===== src/rtl/dma_pkg.sv =====
// Shared definitions for the DMA IO writer: FSM state encoding, default
// widths and IO device select values.
package dma_pkg;

    localparam int ADDR_W_DEF  = 9;
    localparam int DATA_W_DEF  = 32;
    localparam int CNT_W_DEF   = 8;
    localparam int TIMEOUT_DEF = 15;
    localparam int OFF_W       = 9;   // IO-side register offset width

    // dest_sel / cs encodings
    localparam logic DEV1 = 1'b0;
    localparam logic DEV2 = 1'b1;

    typedef enum logic [2:0] {
        IDLE  = 3'd0,
        REQ   = 3'd1,
        RD    = 3'd2,
        LATCH = 3'd3,
        WR    = 3'd4,
        DONE  = 3'd5
    } dma_state_e;

endpackage


===== src/rtl/dma_ack_timer.sv =====
// Ack wait counter for the IO write phase. Counts consecutive cycles with
// run_i high and flags expiry on the TIMEOUT-th such cycle. Clears as soon
// as run_i drops, so every word gets a fresh budget.
module dma_ack_timer #(
    parameter int TIMEOUT = 15
) (
    input  logic clk,
    input  logic rst,
    input  logic run_i,
    output logic expired_o
);

    localparam int TW = $clog2(TIMEOUT + 1);

    logic [TW-1:0] cnt_q;
    logic [TW-1:0] cnt_d;

    // Next count: advance while waiting, restart otherwise
    always_comb begin
        cnt_d = '0;
        if (run_i) begin
            cnt_d = cnt_q + TW'(1);
        end
    end

    // Counter register
    always_ff @(posedge clk) begin
        if (rst) begin
            cnt_q <= '0;
        end else begin
            cnt_q <= cnt_d;
        end
    end

    assign expired_o = run_i && (cnt_q == TW'(TIMEOUT - 1));

endmodule


===== src/rtl/dma_io_writer.sv =====
// DMA IO writer: on start, requests the bus, then copies a block of memory
// words to IO device 1 or 2, one strobe/ack write per word.
// Optional Ack timeout abort is enabled by defining DMA_ACK_TIMEOUT_EN;
// without it WR waits for Ack forever and error is tied low.
//
// IO write handshake: in WR the selected IOWrite strobe is high while
// io_data and index are held stable. The write completes on the rising
// edge where the selected Ack is sampled high; the strobe is low from the
// following cycle. The non-selected device's Ack has no effect.
module dma_io_writer
    import dma_pkg::*;
#(
    parameter int ADDR_W = ADDR_W_DEF,
    parameter int DATA_W = DATA_W_DEF,
    parameter int CNT_W  = CNT_W_DEF
`ifdef DMA_ACK_TIMEOUT_EN
    ,
    parameter int TIMEOUT = TIMEOUT_DEF
`endif
) (
    input  logic              clk,
    input  logic              rst,
    input  logic              start,
    input  logic [ADDR_W-1:0] src_addr,
    input  logic [CNT_W-1:0]  length,
    input  logic              dest_sel,
    input  logic [OFF_W-1:0]  io_offset,
    output logic              bus_req,
    input  logic              grant,
    output logic [ADDR_W-1:0] mem_addr,
    input  logic [DATA_W-1:0] mem_rdata,
    output logic [DATA_W-1:0] io_data,
    output logic [OFF_W:0]    index,
    output logic              IOWrite1,
    output logic              IOWrite2,
    input  logic              Ack1,
    input  logic              Ack2,
    output logic              busy,
    output logic              done,
    output logic              error
);

    dma_state_e        state_q, state_d;
    logic [ADDR_W-1:0] addr_q, addr_d;
    logic [CNT_W-1:0]  cnt_q, cnt_d;
    logic [OFF_W-1:0]  off_q, off_d;
    logic              sel_q, sel_d;
    logic [DATA_W-1:0] data_q, data_d;
    logic              ack_sel;

    // Only the Ack of the device being written counts
    assign ack_sel = (sel_q == DEV1) ? Ack1 : Ack2;

`ifdef DMA_ACK_TIMEOUT_EN
    logic error_q, error_d;
    logic timeout_hit;

    dma_ack_timer #(
        .TIMEOUT (TIMEOUT)
    ) u_ack_timer (
        .clk       (clk),
        .rst       (rst),
        .run_i     (state_q == WR),
        .expired_o (timeout_hit)
    );

    assign error = error_q;
`else
    assign error = 1'b0;
`endif

    // Next-state and datapath update logic
    always_comb begin
        state_d = state_q;
        addr_d  = addr_q;
        cnt_d   = cnt_q;
        off_d   = off_q;
        sel_d   = sel_q;
        data_d  = data_q;
`ifdef DMA_ACK_TIMEOUT_EN
        error_d = error_q;
`endif
        case (state_q)
            IDLE: begin
                if (start) begin
`ifdef DMA_ACK_TIMEOUT_EN
                    error_d = 1'b0;
`endif
                    if (length == '0) begin
                        // Empty block: complete without touching the bus
                        state_d = DONE;
                    end else begin
                        addr_d  = src_addr;
                        cnt_d   = length;
                        off_d   = io_offset;
                        sel_d   = dest_sel;
                        state_d = REQ;
                    end
                end
            end
            REQ: begin
                if (grant) begin
                    state_d = RD;
                end
            end
            RD: begin
                state_d = LATCH;
            end
            LATCH: begin
                data_d  = mem_rdata;
                state_d = WR;
            end
            WR: begin
                if (ack_sel) begin
                    addr_d = addr_q + ADDR_W'(1);
                    off_d  = off_q + OFF_W'(1);
                    cnt_d  = cnt_q - CNT_W'(1);
                    if (cnt_q == CNT_W'(1)) begin
                        state_d = DONE;
                    end else if (grant) begin
                        state_d = RD;
                    end else begin
                        // Bus taken back: finish this word, then re-request
                        state_d = REQ;
                    end
                end
`ifdef DMA_ACK_TIMEOUT_EN
                else if (timeout_hit) begin
                    error_d = 1'b1;
                    state_d = DONE;
                end
`endif
            end
            DONE: begin
                state_d = IDLE;
            end
            default: begin
                state_d = IDLE;
            end
        endcase
    end

    // State and datapath registers
    always_ff @(posedge clk) begin
        if (rst) begin
            state_q <= IDLE;
            addr_q  <= '0;
            cnt_q   <= '0;
            off_q   <= '0;
            sel_q   <= 1'b0;
            data_q  <= '0;
`ifdef DMA_ACK_TIMEOUT_EN
            error_q <= 1'b0;
`endif
        end else begin
            state_q <= state_d;
            addr_q  <= addr_d;
            cnt_q   <= cnt_d;
            off_q   <= off_d;
            sel_q   <= sel_d;
            data_q  <= data_d;
`ifdef DMA_ACK_TIMEOUT_EN
            error_q <= error_d;
`endif
        end
    end

    // Outputs decoded from registered state only
    assign bus_req  = (state_q == REQ) || (state_q == RD) ||
                      (state_q == LATCH) || (state_q == WR);
    assign busy     = bus_req;
    assign done     = (state_q == DONE);
    assign mem_addr = addr_q;
    assign io_data  = data_q;
    assign index    = {sel_q, off_q};
    assign IOWrite1 = (state_q == WR) && (sel_q == DEV1);
    assign IOWrite2 = (state_q == WR) && (sel_q == DEV2);

endmodule


===== config.mk =====
export PLATFORM = sky130hd
export DESIGN_NAME = dma_io_writer
export DESIGN_NICKNAME = d
export VERILOG_FILES = /design/src/rtl/dma_pkg.sv /design/src/rtl/dma_ack_timer.sv /design/src/rtl/dma_io_writer.sv
export SDC_FILE = /design/constraint.sdc
export NUM_CORES = 1
export LEC_CHECK = 0
export ABC_AREA = 0
export BUFFER_PORTS_ARGS = -buffer_cell sky130_fd_sc_hd__clkbuf_2
export CORE_MARGIN = 4
export CORE_UTILIZATION = 44
export DETAILED_ROUTE_END_ITERATION = 10
export MAX_ROUTING_LAYER = met4
export PLACE_DENSITY_LB_ADDON = 0.05
export SYNTH_ARGS = -nofsm -noshare
export SYNTH_HDL_FRONTEND = slang
export SYNTH_SLANG_ARGS = --single-unit
export TNS_END_PERCENT = 50

===== constraint.sdc =====
create_clock -name clk -period 1.8 [get_ports clk]
set_input_delay 0.09 -clock clk [delete_from_list [all_inputs] [get_ports clk]]
set_output_delay 0.09 -clock clk [all_outputs]
set_load 0.02 [all_outputs]

# == Word-level counts from Yosys, hierarchy flattened ==
# Index checks and enable logic that the tools add are counted.
# op_classes
muxes,20
add_sub_neg,3
n_eq_ne,10
bitwise_logic,2
n_reduce_logical,11
# op_table
op,n
two-way mux 9 bit,6
case mux 9 bit (2 select lines),2
two-way mux 8 bit,3
adder 9 x 1 -> 9 bit (second input constant),2
case mux 8 bit (2 select lines),1
two-way mux 3 bit,5
case mux 3 bit (5 select lines),1
== test 8 x 1 -> 1 bit (second input constant),1
logical NOT 8 bit,1
inequality test 2 bit (second input constant),4
subtractor 8 x 1 -> 8 bit (second input constant),1
== test 3 x 2 -> 1 bit (second input constant),2
== test 3 bit (second input constant),2
AND reduction 3 bit,2
AND reduction 4 bit,1
== test 3 x 1 -> 1 bit (second input constant),1
logical NOT 3 bit,1
logical OR 1 bit,3
logical AND 1 bit,2
two-way mux 2 bit,1
inverter 1 bit,2
nonzero test 2 bit,1
two-way mux 1 bit,1
# word_totals
elab_cells,52
out_inout_bits,57
regBits,62
in_bits,65

# == Logic depth before layout (Yosys ltp) ==
# Gate-level depths: netlist (run 1).
# depth
depth_word,4
depth_mapped,8
depth_no_buf,6

# == Worst setup path before layout (run 1) ==
# Ideal clock, no wire load.
# synth_timing
kind,register to register
startpoint,register state_q[1]
endpoint,register addr_q[7] (netlist: mem_addr[7])
arrival_time_ns,1.751
synth_period_minus_slack_ns,1.810
path_buffers,2
path_slack_ns,-0.010
required_time_ns,1.741
stages_incl_launch_ff,7
setup_ns,0.059
path_cell_list,dfxtp_1 -> buf_6 -> or3b_1 -> buf_2 -> or4_4 -> a221oi_2 -> a31o_1
# synth_between
elab_chain_len,3
word_cells_on_any_way,8
classes_between,eq/ne: 4; mux: 1; reduce/logical: 3
# synth_lines
item,line_no,source
start: declaration,dma_io_writer.sv:43,"dma_state_e state_q, state_d;"
start signal: assignment,dma_io_writer.sv:156,state_q <= state_d;
== test 3 bit or logical NOT 3 bit (tied branches),dma_io_writer.sv:83,case (state_q)
inequality test 2 bit (no source line) or nonzero test 2 bit (tied branches),--,
AND reduction 4 bit (no source line),--,
end signal: assignment,dma_io_writer.sv:157,addr_q <= addr_d;
end: declaration,dma_io_writer.sv:44,"logic [ADDR_W-1:0] addr_q, addr_d;"
# Parallel ways exist; a longest one is shown, timed or not.
# A chain may end at the register's enable or synchronous reset.

# == Worst setup path after layout (run 1) ==
# layout_timing
startpoint,register cnt_q[0]
endpoint,register cnt_q[5]
# layout_between
elab_chain_len,3
# layout_lines
item,line_no,source
start: declaration,dma_io_writer.sv:45,"logic [CNT_W-1:0] cnt_q, cnt_d;"
start signal: assignment,dma_io_writer.sv:158,cnt_q <= cnt_d;
subtractor 8 x 1 -> 8 bit,dma_io_writer.sv:117,cnt_d = cnt_q - CNT_W'(1);
two-way mux 8 bit,dma_io_writer.sv:114,if (ack_sel) begin
case mux 8 bit (2 select lines),dma_io_writer.sv:83,
# No other way between the ends. The select of a mux whose other input is x is not followed.

==> impl_metrics.json, run 1 <==
{
  "finalWirelength_um": 9933,
  "skew_ns": 0.01138,
  "syn-num-nets": 482,
  "crit_type": "flop to flop",
  "grt_pass1_vias": 3445,
  "synth_compound_area_share_pct": 25.83,
  "ys_seq_elements": 62,
  "fmax_ghz": 0.5773,
  "yosysWarnings": 0,
  "drtIter0Drc": 180,
  "clkPwrFrac_pct": 24.7,
  "r2r_slack_ns": 0.07,
  "async_flop_share_pct": 0,
  "arrival_ns": 2.02,
  "fillers": 630,
  "dp_slack_ns": -0.03101,
  "synth_edf_count": 0,
  "syn_inst": 413,
  "p_sw_mw": 1.814,
  "drv_slew": 0,
  "cts.htree.levels": 3,
  "fin_tns_setup_ns": 0,
  "post_cts_buffers": 0,
  "dp_cells": 625,
  "min_path_type": "primary input to flop",
  "ir_worst_vdd_mv": 0.5620,
  "p_int_mw": 3.023,
  "pwr-share-comb_pct": 39.8,
  "cts_tree": "built",
  "fin_cells": 674,
  "hpwl_um": 6780,
  "final_common_cell": "clkbuf_2",
  "critPathRequiredTime_ns": 2.09,
  "drc": 0,
  "final_util_pct": 65.85,
  "outcome": "completed",
  "antenna_found_initial": 0,
  "cp_max_fo": 3,
  "synth_top_family_by_area": "compound AO/OA/AOI/OAI gates",
  "finalNetCount": 642,
  "period_needed_ns": 1.732,
  "grt_first_pass_wirelength_um": 16070,
  "avgRoutedWirePerCell_um": 14.74,
  "tightest_slew_ns": 0.6055,
  "num_rows": 30,
  "power_switching_share_pct": 37.51,
  "p_leak_nw": 1.927,
  "grt.total_usage_pct": 23.70,
  "final.setup.worst_slack_ns": 0.06779,
  "synth-seq-area-share_pct": 39.54,
  "clock_path_buffers": 2,
  "clk_latency_ns": 0.34,
  "core_sq_um": 6869,
  "grt_max_degree": 35,
  "hold_slack_ns": 0.01646,
  "die_w_um": 92.47,
  "io_buffers": 120,
  "start_kind": "flop",
  "die_area_sq_um": 8550,
  "area_growth_pct": 44.08,
  "synth_area_sq_um": 3139,
  "initial_core_util_pct": 45.70,
  "max_slew_margin_pct": 59.63,
  "cts_buffers": 9,
  "synth.mux.area_fraction_pct": 1.355,
  "syn_avg_cell_area_sq_um": 7.601,
  "fp.dieH_um": 92.47,
  "finalHoldViolCount": 0,
  "gp_congestion": 0.8689,
  "p_per_area_nw_per_um2": 1069,
  "synthAdderAreaFrac_pct": 1.594,
  "drive_gt1_share_pct": 32.35,
  "vias": 3595,
  "cap_viol_max_count": 0,
  "clkSinkCount": 62,
  "io_pins": 122,
  "antenna_cells": 0,
  "most-common-layout-cells": "clkbuf_2, nand2_1, a21oi_1",
  "endpoint_kind": "flop",
  "ctsRootBufferMaster": "clkbuf_8",
  "finalCritPeriodShare_pct": 96.23,
  "ant_nets": 0,
  "setup_viol": 0,
  "synthSimpleGateAreaFrac_pct": 25.11,
  "viasPerCell": 5.334,
  "drt-pass1-iter-count": 5,
  "path_clk_slew_ns": 0.07,
  "synth_cell_types": 49,
  "synth_xor_area_share_pct": 0.5580,
  "ys.flop_type": "dfxtp_1",
  "overflow": 0,
  "p_seq_share_pct": 35.5
}
## state kept, by name, summed over array words and instances (netlist names)
signal	cells
cnt_q	8
io_data	32
mem_addr	9
off_q	9
sel_q	1
state_q	3
## Yosys cell counts (5+ instances only)
cell type | n | area, sq um
clkbuf_1 | 27 | 101.4
o32ai_1 | 15 | 131.4
nor4_1 | 6 | 37.54
nand2_1 | 98 | 367.9
and3_1 | 5 | 31.28
nor3_1 | 9 | 45.04
inv_1 | 7 | 26.28
dfxtp_1 | 62 | 1241
o21ai_0 | 15 | 75.07
a21oi_1 | 65 | 325.3
nor3b_1 | 6 | 45.04
nor2_1 | 18 | 67.56
nand3_1 | 7 | 35.03
## repair_timing
action / in CTS / in global routing
hold endpoints to repair: 33 / 0
hold buffers: 33 / 0
setup endpoints to repair: 2 / 11
pin swaps: 0 / 2
resized for setup: 2 / 4
## cell families after synthesis
logic type / after synthesis
simple gates: 170
compound gates: 127
flops: 62
buf+inv: 43
fa+ha+maj: 4
mux: 4
xor+xnor: 2
other cells: 1
## final cells by class
class / instances / area, sq um / share of cell area (%)
clock buffer: 10 / 127.6 / 2.822
timing repair buffer: 185 / 1212 / 26.80
sequential: 62 / 1241 / 27.44
tap: 96 / 120.1 / 2.656
inverter: 7 / 26.28 / 0.5809
multi-input combinational: 308 / 1733 / 38.31
clock inverter: 6 / 62.56 / 1.383
## path summary, 6_finish.rpt
path,cells past startpoint,from,endpoint
worst max-delay path,4,cnt_q[0],cnt_q[5]
worst min-delay path,3,io_offset[1],off_q[1]
worst max register to register,4,cnt_q[0],cnt_q[5]
worst min register to register,2,io_data[24],io_data[24]
## power by group through the flow
stage	registers [mW]	clock network (mW)	logic [mW]
2_1_floorplan	1.87	0	1.01
3_3_place_gp	1.74	0	1.81
3_5_place_dp	1.74	0	1.84
4_1_cts	1.71	1.23	1.90
5_1_grt	1.74	1.28	2.12
6_report	1.72	1.19	1.93
## per-layer routing
layer  vias up  track usage, %  wire length [um]
li1       1794               -                 -
met2       131           38.85              4936
met3        13           4.062               672
met4         0           9.777               170
met1      1657           28.86              4153
met5         -               -                 0
## worst max-delay path, cell delays in order, from the launching register on
cell and delay (ns):
dfxtp_1 0.33, or4_1 0.54, or4_1 0.40, a221oi_1 0.28, a31o_1 0.13
## metrics by stage
stage                     instance area [sq um]  power [mW]
after floorplan                            3139       2.886
after global placement                     3981       3.544
after detailed placement                   3981       3.574
after CTS                                  4506       4.839
after global routing                       4523       5.144
final                                      4523       4.837
(Power assumes the default switching activity.)
==> run 2, diff against run 1 <==
RECOVER_POWER = 100   (was default)
==> impl_metrics.json, run 2 (synthesis gave the netlist of run 1 again) <==
{
  "num_rows": 30,
  "viasPerCell": 5.343,
  "grt_pass1_vias": 3445,
  "drc": 0,
  "drt-pass1-iter-count": 4,
  "arrival_ns": 2.02,
  "critPathSlowestCell": "or4_1",
  "path_clk_slew_ns": 0.07,
  "clk_latency_ns": 0.34,
  "ant_nets": 0,
  "start_kind": "flop",
  "outcome": "completed",
  "cts_buffers": 9,
  "drv_slew": 0,
  "crit_path_cell_trace": "or4_1 > or4_1 > a221oi_1 > a31o_1",
  "avgRoutedWirePerCell_um": 14.76,
  "ir_worst_vdd_mv": 0.5616,
  "die_area_sq_um": 8550,
  "drtIter0Drc": 156,
  "hpwl_um": 6780,
  "antenna_found_initial": 0,
  "fmax_ghz": 0.5771,
  "dp_cells": 625,
  "finalNetCount": 642,
  "critPathBufInv": 0,
  "gp_congestion": 0.8689,
  "final_util_pct": 64.79,
  "critPathRequiredTime_ns": 2.08,
  "io_pins": 122,
  "dp_slack_ns": -0.03101,
  "cap_viol_max_count": 0,
  "p_total_mw": 4.789,
  "drive_gt1_share_pct": 23.18,
  "die_w_um": 92.47,
  "cts.htree.levels": 3,
  "vias": 3601,
  "p_per_area_nw_per_um2": 1076,
  "fin_tns_setup_ns": 0,
  "finalHoldViolCount": 0,
  "clkSinkCount": 62,
  "grt.total_usage_pct": 23.70,
  "endpoint_kind": "flop",
  "p_leak_nw": 1.748,
  "most-common-layout-cells": "nand2_1, clkbuf_2, a21oi_1",
  "fp.dieH_um": 92.47,
  "finalCritPeriodShare_pct": 96.27,
  "min_path_type": "primary input to flop",
  "crit_type": "flop to flop",
  "critPathTopFamily": "simple AND/OR/NAND/NOR gates",
  "cp_common_cell": "or4_1",
  "grt_max_degree": 35,
  "overflow": 0,
  "finalWirelength_um": 9951,
  "max_slew_margin_pct": 59.91,
  "ctsRootBufferMaster": "clkbuf_8",
  "setup_viol": 0,
  "antenna_cells": 0,
  "tightest_slew_ns": 0.6013,
  "fin_cells": 674,
  "final_common_cell": "nand2_1",
  "area_growth_pct": 41.77,
  "largest_register_ffs": 32,
  "core_sq_um": 6869,
  "io_buffers": 120,
  "final.setup.worst_slack_ns": 0.06710,
  "period_needed_ns": 1.733,
  "clock_path_buffers": 2,
  "cp_max_fo": 3,
  "initial_core_util_pct": 45.70,
  "skew_ns": 0.01170,
  "grt_first_pass_wirelength_um": 16070,
  "max_stage_delay_ns": 0.54,
  "cts_tree": "built"
}
## run 2: cell type report
type                            count  area (sq um)
Clock buffer                       10         127.6
Clock inverter                      6         62.56
Fill cell                         653          2419
Inverter                            7         26.28
Multi-Input combinational cell    308          1730
Sequential cell                    62          1241
Tap cell                           96         120.1
Timing Repair Buffer              185          1142
## run 2: what timing repair did
action / in CTS / in global routing
setup endpoints to repair: 2 / 11
hold buffers: 33 / 0
setup buffers: 0 / 0
pin swaps: 0 / 2
endpoints found under the hold margin: 33 / 0
resized for setup: 2 / 4
## run 2: metal layers
layer,share of wire [%],track usage (%),wire length (um)
met5,0,-,0
met4,1.8,9.777,182
met3,6.3,4.062,623
met2,49,38.85,4910
met1,43,28.86,4234
## run 2: path summary, 6_finish.rpt
check	to	slack, ns	depth (start not counted)	from
worst max-delay path	cnt_q[5]	0.07	4	cnt_q[0]
worst min-delay path	off_q[1]	0.02	3	io_offset[1]
worst min register to register	io_data[8]	0.45	2	io_data[8]
worst max register to register	cnt_q[5]	0.07	4	cnt_q[0]
## run 2: worst register-to-register path, stage by stage, from the launching register on
cell and delay (ns):
dfxtp_1 0.33, or4_1 0.55, or4_1 0.40, a221oi_1 0.28
a31o_1 0.13
## run 2: power breakdown
part           leakage (nW)  switching [mW]  internal (mW)
Combinational          1.16            1.09          0.797
Sequential            0.504           0.163           1.55
Clock                0.0883           0.553          0.634
## run 2: through the flow
stage / hold WS [ns] / area, sq um
finish: 0.01745 / 4451
global placement: 0.3127 / 3981
floorplan: 0.2260 / 3139
global route: 0.02549 / 4451
detailed placement: 0.3183 / 3981
CTS: 0.002262 / 4506
